### config.mk
export PLATFORM = sky130hd
export DESIGN_NAME = npx_scheduler
export DESIGN_NICKNAME = d
export VERILOG_FILES = /design/src/rtl/npx_pkg.sv /design/src/rtl/frame_tick_gen.sv /design/src/rtl/npx_scheduler.sv
export SDC_FILE = /design/constraint.sdc
export NUM_CORES = 1
export LEC_CHECK = 0
export CAP_MARGIN = 20
export CORE_UTILIZATION = 28
export CTS_BUF_LIST = sky130_fd_sc_hd__clkbuf_2 sky130_fd_sc_hd__clkbuf_4 sky130_fd_sc_hd__clkbuf_8
export CTS_CLUSTER_DIAMETER = 60
export DETAILED_ROUTE_END_ITERATION = 7
export GPL_TIMING_DRIVEN = 0
export PLACE_DENSITY = 0.7
export SLEW_MARGIN = 0
export SYNTH_ARGS = -nofsm -noshare
export SYNTH_HDL_FRONTEND = slang
export SYNTH_SLANG_ARGS = --single-unit
export TNS_END_PERCENT = 50
### constraint.sdc
create_clock -name clock -period 5.5 [get_ports clock]
set_clock_uncertainty 0.05 [all_clocks]
set_input_delay 0.55 -clock clock [delete_from_list [all_inputs] [get_ports clock]]
set_output_delay 0.55 -clock clock [all_outputs]
set_load 0.02 [all_outputs]
### src/rtl/npx_pkg.sv
// Shared types and constants for the NeoPixel update scheduler.
package npx_pkg;
  localparam int NUM_NPX_DEFAULT = 17;
  localparam int PIX_W = 5;

  typedef enum logic [2:0] {
    IDLE,
    LOADING,
    GO,
    HOLD,
    BUSY
  } sched_state_t;
endpackage

### src/rtl/frame_tick_gen.sv
// Free-running frame counter; tick is high during the cycle in which the count wraps.
module frame_tick_gen #(
  parameter int FRAME_CYCLES = 833333
) (
  input  logic clock,
  input  logic reset,
  output logic tick
);
  localparam int CW = (FRAME_CYCLES > 1) ? $clog2(FRAME_CYCLES) : 1;
  localparam logic [CW-1:0] LAST = CW'(FRAME_CYCLES - 1);

  logic [CW-1:0] count;

  always_ff @(posedge clock or posedge reset) begin
    if (reset) begin
      count <= '0;
    end else if (count == LAST) begin
      count <= '0;
    end else begin
      count <= count + CW'(1);
    end
  end

  assign tick = (count == LAST);
endmodule

### src/rtl/npx_scheduler.sv
// Two-player pixel update scheduler with round-robin arbitration and frame-rate refresh.
// Define NPX_SCHED_AUTOREFRESH_EN to request a strand refresh on every tick.
module npx_scheduler
  import npx_pkg::*;
#(
  parameter int NUM_NPX      = NUM_NPX_DEFAULT,
  parameter int FRAME_CYCLES = 833333
) (
  input  logic                  clock,
  input  logic                  reset,
  input  logic [1:0]            req_valid,
  input  logic [1:0][PIX_W-1:0] req_pixel,
  input  logic [1:0][23:0]      req_rgb,
  output logic [1:0]            req_ack,
  input  logic                  npx_ready,
  output logic                  npx_load,
  output logic                  npx_go,
  output logic [PIX_W-1:0]      npx_pixel,
  output logic [7:0]            npx_red,
  output logic [7:0]            npx_green,
  output logic [7:0]            npx_blue,
  output logic                  err_oob,
  output sched_state_t          dbg_state
);
  // Handshake: a requester holds req_valid with its payload until it sees req_ack
  // for one cycle; the ack cycle is the transfer. Loads reach the controller only
  // in LOADING with npx_ready high, and a pending refresh blocks new grants.
`ifdef NPX_SCHED_AUTOREFRESH_EN
  localparam bit AUTO_REFRESH = 1'b1;
`else
  localparam bit AUTO_REFRESH = 1'b0;
`endif
  localparam logic [PIX_W:0] LIMIT = (PIX_W + 1)'(NUM_NPX);

  sched_state_t state, state_next;
  logic dirty, send_pend, last_grant, busy_guard, tick;
  logic grant, gsel, in_range;

  frame_tick_gen #(.FRAME_CYCLES(FRAME_CYCLES)) u_tick (
    .clock (clock),
    .reset (reset),
    .tick  (tick)
  );

  always_comb begin
    grant = 1'b0;
    gsel  = 1'b0;
    if (state == LOADING && npx_ready && !send_pend && (req_valid != 2'b00)) begin
      grant = 1'b1;
      gsel  = (req_valid == 2'b11) ? ~last_grant : req_valid[1];
    end
    in_range = ({1'b0, req_pixel[gsel]} < LIMIT);
  end

  always_comb begin
    req_ack   = 2'b00;
    npx_load  = 1'b0;
    npx_pixel = '0;
    npx_red   = 8'h00;
    npx_green = 8'h00;
    npx_blue  = 8'h00;
    if (grant) begin
      req_ack[gsel] = 1'b1;
      if (in_range) begin
        npx_load  = 1'b1;
        npx_pixel = req_pixel[gsel];
        {npx_red, npx_green, npx_blue} = req_rgb[gsel];
      end
    end
    npx_go = (state == GO);
  end

  // busy_guard masks ready in the first BUSY cycle; together with HOLD this
  // covers the two cycles the controller needs to drop ready after go.
  always_comb begin
    state_next = state;
    case (state)
      IDLE:    if (npx_ready) state_next = LOADING;
      LOADING: if (send_pend && !grant) state_next = GO;
      GO:      state_next = HOLD;
      HOLD:    state_next = BUSY;
      BUSY:    if (!busy_guard && npx_ready) state_next = LOADING;
      default: state_next = IDLE;
    endcase
  end

  always_ff @(posedge clock or posedge reset) begin
    if (reset) begin
      state      <= IDLE;
      dirty      <= 1'b0;
      send_pend  <= 1'b0;
      last_grant <= 1'b1;
      busy_guard <= 1'b0;
      err_oob    <= 1'b0;
    end else begin
      state      <= state_next;
      busy_guard <= (state == HOLD);
      if (grant) last_grant <= gsel;
      if (grant && !in_range) err_oob <= 1'b1;
      if (state == GO) begin
        dirty     <= 1'b0;
        send_pend <= tick && AUTO_REFRESH;
      end else begin
        if (npx_load) dirty <= 1'b1;
        // A load landing on the tick cycle is part of the frame it precedes.
        if (tick && (dirty || npx_load || AUTO_REFRESH)) send_pend <= 1'b1;
      end
    end
  end

  assign dbg_state = state;
endmodule
After elaboration in Yosys (flattened, before gate mapping)

Cells that the tools add are included.
W data, S select, Z words.

Add/subtract/negate cells: 1
$lt $le $gt $ge: 3
Eq/ne operators: 9
Muxes and demuxes: 29
Bitwise logic cells: 1
Reductions and logical operators: 18

Operators with widths:

| cell                    | number |
|---|---|
| $mux W24                | 2 |
| $mux W8                 | 6 |
| $add A20 B1 Y20 const B | 1 |
| $eq A20 B20 Y1 const B  | 1 |
| $mux W20                | 1 |
| $mux W5                 | 4 |
| $pmux W3 S5             | 1 |
| $mux W1                 | 10 |
| $mux W3                 | 3 |
| $logic_and A1 B1 Y1     | 8 |
| $eq A3 B2 Y1 const B    | 2 |
| $reduce_bool A2 Y1      | 3 |
| $lt A5 B5 Y1 const B    | 1 |
| $logic_not A1 Y1        | 4 |
| $ne A2 B2 Y1 const B    | 2 |
| $eq A3 B1 Y1 const B    | 1 |
| $eq A3 B3 Y1 const B    | 1 |
| $logic_not A3 Y1        | 1 |
| $reduce_and A3 Y1       | 1 |
| $eq A2 B2 Y1 const B    | 1 |
| $lt A1 B2 Y1 const B    | 1 |
| $mux W2                 | 1 |
| $ne A2 B1 Y1 const B    | 1 |
| $demux W1 S1            | 1 |
| other kinds (3)         | 3 |

Flip-flop bits (word level): 28
Input bits: 63
Output and inout port bits: 37
Logic and storage cells: 68

Logic depth before layout (Yosys ltp)

Gate-level depths: netlist of the first run.

Depth after elaboration: 14
Gate-level depth with buffers: 7

Modules after synthesis

Synthesis of the first run repeated with hierarchy kept, for this count alone.

Cell total of the unflattened synthesis: 248
Area, all modules: 1986.9 µm²

By module, submodules not included:

| module         | times used | cells each | area each (µm²) |
|---|---|---|---|
| frame_tick_gen | 1          | 103        | 1041.0 |
| npx_scheduler  | 1          | 145        | 945.9 |

Worst setup path after synthesis of the first run

No wires, ideal clock.

Path type: input -> output
Start point: input port req_valid[1]
End point: output port npx_pixel[4]
Arrival: 1938 ps
Data required time: 4900 ps
Path slack: 2962 ps
Stages on the path: 5
Buffers on the path: 1
Cell sequence: a21boi_1 > o2111ai_1 > buf_2 > mux2i_1 > nor3_1

Longest elaborated chain between the ends: 8
Elaborated cells between the ends (all ways): 11
Classes of those cells: order compare: 1; eq/ne: 1; mux: 7; reduce/logical: 2

RTL lines:

| item                                                      | line                                     | text |
|---|---|---|
| start: declaration                                        | npx_scheduler.sv:11                      | `input logic [1:0] req_valid,` |
| $eq A2 B2 Y1 / $reduce_bool A2 Y1 (equally long branches) | npx_scheduler.sv:50, npx_scheduler.sv:48 |  |
| $mux W1 / $logic_and A1 B1 Y1 (equally long branches)     | npx_scheduler.sv:50, npx_scheduler.sv:48 |  |
| $mux W1                                                   | npx_scheduler.sv:48                      | `if (state == LOADING && npx_ready && !send_pend && (req_valid != 2'b00)) begin` |
| $mux W5 (implied by the code) (2 in series)               | npx_scheduler.sv:52, npx_scheduler.sv:66 |  |
| $lt A5 B5 Y1                                              | npx_scheduler.sv:52                      | `in_range = ({1'b0, req_pixel[gsel]} < LIMIT);` |
| $mux W5                                                   | npx_scheduler.sv:64                      | `if (in_range) begin` |
| $mux W5 (*)                                               | npx_scheduler.sv:62                      | `if (grant) begin` |
| end: declaration                                          | npx_scheduler.sv:18                      | `output logic [PIX_W-1:0] npx_pixel,` |

Mark *: on every way between the ends. The rest lies on a longest branch, timed or not. The select of a mux whose other input is x is not followed.

Worst setup path in the final report of the first run

Start point: input port req_valid[1]
End point: output port npx_pixel[0]

Same word-level chain as after synthesis.

==> results by group, run 1 <==
Clocking
  – TritonCTS Buffers: 3
  – CTS clk-pin slew, worst paths: 0.09 ns
  – H-tree depth: 1
  – Root Driver: clkbuf_8
  – Clock Path Buffers: 2
  – # clock sinks: 28
  – Clk_lat worst skew: 0.28 ns
  – Hold Buf Count CTS: 0
  – Resized cells post-CTS: 0
  – CTS tree: done
  – Number of setup buffers added after CTS: 0

Route
  – Routed met1 length: 2370 um
  – Initial DRC count: 122
  – Metal3 WL: 317 um
  – Drt drc: 4
  – Max layer used: met4
  – Via-per-instance ratio: 4.90
  – DR pass1 iterations: 8
  – Vias: 1929
  – Drt total wl: 5180 um
  – WL met2: 2390 um
  – Avg WL per Cell: 13.1 um
  – Routed Antenna Nets: 0

Synthesis
  – Synth top area share: 35.7%
  – Syn_nets: 278
  – Synth cell types: 40
  – Post-synth top area cell: dfrtp_1
  – Post-Syn Area per Cell: 8.88 um2
  – Yosys reg bits: 28
  – Mapped cell area: 1890 um2
  – Cell count after synthesis: 213
  – Largest cells by area after synthesis: dfrtp_1 36%, mux2i_1 16%, nor2_1 8.5%
  – Sequential fraction of the synthesis area: 37.1%
  – YS warnings: 0

Run
  – Max Cap Viol: 0

Floorplanning
  – Die ar.: 7080 um2
  – Starting Density: 29.4%
  – Num rows: 29
  – Core area: 6420 um2
  – # IOs: 100
  – Die width: 84.2 um
  – Die extent in y: 84.2 um

Timing
  – RSZ-0062 raised after global routing: false
  – Final setup fails: 0
  – Slew @ Worst Pin: 0.881 ns
  – Setup TNS Final: 0 ns
  – Final worst-path cycle share: 66.9%
  – Max Fclk: 272 MHz
  – Fin. max-slew vios: 0
  – Final min period: 3.68 ns
  – Final hold vios: 0
  – Max-slew headroom: 40.7%

Worst setup path
  – Arrival @ worst endpoint: 3.08 ns
  – CP required: 4.90 ns
  – Kind of critical path: input pin to output pin
  – R2R Path End: u_tick.count[12]
  – Startpoint types: input pin
  – R2R cell count: 7
  – Largest fanout on the critical path: 10
  – Setup crit end kind: output pin
  – Worst reg-to-reg setup slack: 3.30 ns
  – Worst reg2reg path startpoint: u_tick.count[0]

Global routing
  – Vias in the first global route: 1876
  – Largest net degree at the start of global routing: 29
  – First-pass GRT wire length: 8780 um
  – Total track usage: 15.0%
  – Congestion Overflow GR: 0
  – Initial antenna violation count: 0

Min path
  – WHS Path Cells: 1
  – Worst Hold Endpoint: err_oob
  – Hold Path Origin: err_oob
  – HP Class: flop to flop

Cells and area
  – P&R area growth vs syn: 61.9%
  – Reg area: 702 um2
  – Diode count: 0
  – # nets final: 383
  – Layout Cells excl Fill: 394
  – Share of layout cells above drive strength 1: 5.05%
  – Fillcell total: 604
  – Area of the multi-input gates: 1120 um2

Power and ir drop
  – Power per cell area: 258 nW/um2
  – Maximum vdd drop: 0.101 mV
  – Leakage: 1.37 nW

Status
  – Failing checks: DRC
  – Status: finished with violations

Placed design
  – Placed Cells: 389
  – Dpl hpwl: 4090 um
  – PortBufs: 99
  – RePlAce Congestion: 0.755
[flip-flops by register name (all words and copies together) (netlist names)]
name	count
dbg_state	3
busy_guard	1
dirty	1
u_tick.count	20
last_grant	1
send_pend	1
err_oob	1
[worst max path at each step]
stage,slack (ns),start,cells after the start,to
2_1_floorplan,2.96,req_valid[1],5,npx_pixel[4]
3_3_place_gp,1.85,req_valid[1],7,npx_red[1]
3_5_place_dp,1.78,req_valid[1],7,npx_green[0]
4_1_cts,1.77,req_valid[1],7,npx_green[0]
5_1_grt,1.60,req_valid[1],7,npx_green[3]
6_report,1.82,req_valid[1],7,npx_pixel[0]
[cells by family (layout without fill, tap and decap cells)]
logic type,count (synthesis),after routing,share of synthesized area (%)
xor+xnor,15,15,6.95
buf+inv,16,120,3.84
simple gates,104,104,27.9
fa+ha+maj,2,2,1.32
mux,30,30,15.9
compound gates,18,18,7.02
flops,28,28,37.1
[metal layers]
metal	track usage, %	up-vias
li1	-	956
met1	20.4	890
met2	23.5	75
met3	3.15	8
met4	5.17	0
met5	0	-
[placed cells by master (no fill, tap or decap), types with 2 or more instances in the layout]
master	instances
clkbuf_1	5
and3_1	5
inv_1	8
nand2_1	9
a21oi_1	6
mux2i_1	30
xnor2_1	10
nand3_1	14
a31o_2	2
nand2b_1	2
o21ai_0	2
ha_1	2
o31ai_1	2
nor3b_1	3
nand3b_1	6
clkdlybuf4s50_1	99
nor3_1	5
xor2_1	5
clkbuf_8	4
nor2_1	43
nor4_1	6
dfrtp_1	27
nor2b_1	2
[report_power, final]
| part | total, mW | internal, mW | switching (mW) |
|---|---|---|---|
| Clock | 0.132 | 0.0643 | 0.0676 |
| Combinational | 0.400 | 0.203 | 0.197 |
| Sequential | 0.258 | 0.232 | 0.0256 |
[cells in the mapped netlist]
library cell / n
o21ai_0: 2
and3_1: 5
o41ai_2: 1
a31o_2: 2
clkbuf_1: 5
nand3b_1: 6
ha_1: 2
nand2_1: 9
o2111ai_1: 1
a21boi_1: 1
or2_2: 1
buf_4: 1
nand3_1: 14
nand2b_1: 2
or2b_1: 1
nor2_4: 1
or3_1: 1
nor2b_1: 2
dfstp_2: 1
dfrtp_1: 27
inv_1: 8
o31ai_1: 2
buf_6: 1
mux2i_1: 30
or4b_1: 1
nand4_1: 1
or4_4: 1
o211ai_1: 1
nor3_1: 5
or4_1: 1
nor4b_1: 1
o32a_1: 1
buf_2: 1
nor2_1: 43
nor4_1: 6
nor3b_1: 3
a21oi_1: 6
xor2_1: 5
a21bo_2: 1
xnor2_1: 10
[through the flow]
stage	cell area, um2	power (mW)	hold WS, ns	setup slack [ns]	util [%]
after floorplan	1890	0.479	0.397	2.96	-
after global placement	2980	0.656	0.401	1.85	46.4
after detailed placement	2980	0.660	0.406	1.78	46.4
after CTS	3030	0.794	0.427	1.77	47.2
after global routing	3060	0.837	0.447	1.60	47.7
final	3060	0.790	0.422	1.82	47.7
[worst max-delay path, stage by stage]
cell and delay, ns:
clkdlybuf4s50_1 0.51, a21boi_1 0.43, o2111ai_1 0.27, clkbuf_1 0.37, mux2i_1 0.20, nor2_1 0.11, clkdlybuf4s50_1 0.64
[cell type report]
cell class | count | area share, %
Multi-Input combinational cell | 169 | 36.5
Inverter | 8 | 0.981
Tap cell | 77 | 3.15
Clock buffer | 4 | 1.80
Timing Repair Buffer | 100 | 33.3
Sequential cell | 28 | 22.9
Buffer | 8 | 1.39
Note: power is estimated with default switching activity, not from simulation.
==> inputs of run 2 (changes only) <==
==> constraint.sdc (replaced) <==
create_clock -name clock -period 3.8 [get_ports clock]
set_clock_uncertainty 0.05 [all_clocks]
set_input_delay 0.38 -clock clock [delete_from_list [all_inputs] [get_ports clock]]
set_output_delay 0.38 -clock clock [all_outputs]
set_load 0.02 [all_outputs]
==> results of run 2 <==
Same layout as run 1 (identical final DEF). Status: finished with violations: DRC.
Among the figures that moved: setup slack after placement 1.78 ns -> 0.421 ns; clock-pin slew on the worst setup and hold paths 0.09 ns -> 0.10 ns; setup slack after layout 1.82 ns -> 0.462 ns; hold slack 0.422 ns -> 0.378 ns; register-to-register setup slack 3.30 ns -> 1.60 ns; total power 0.790 mW -> 1.14 mW; worst IR drop on VDD 0.101 mV -> 0.147 mV
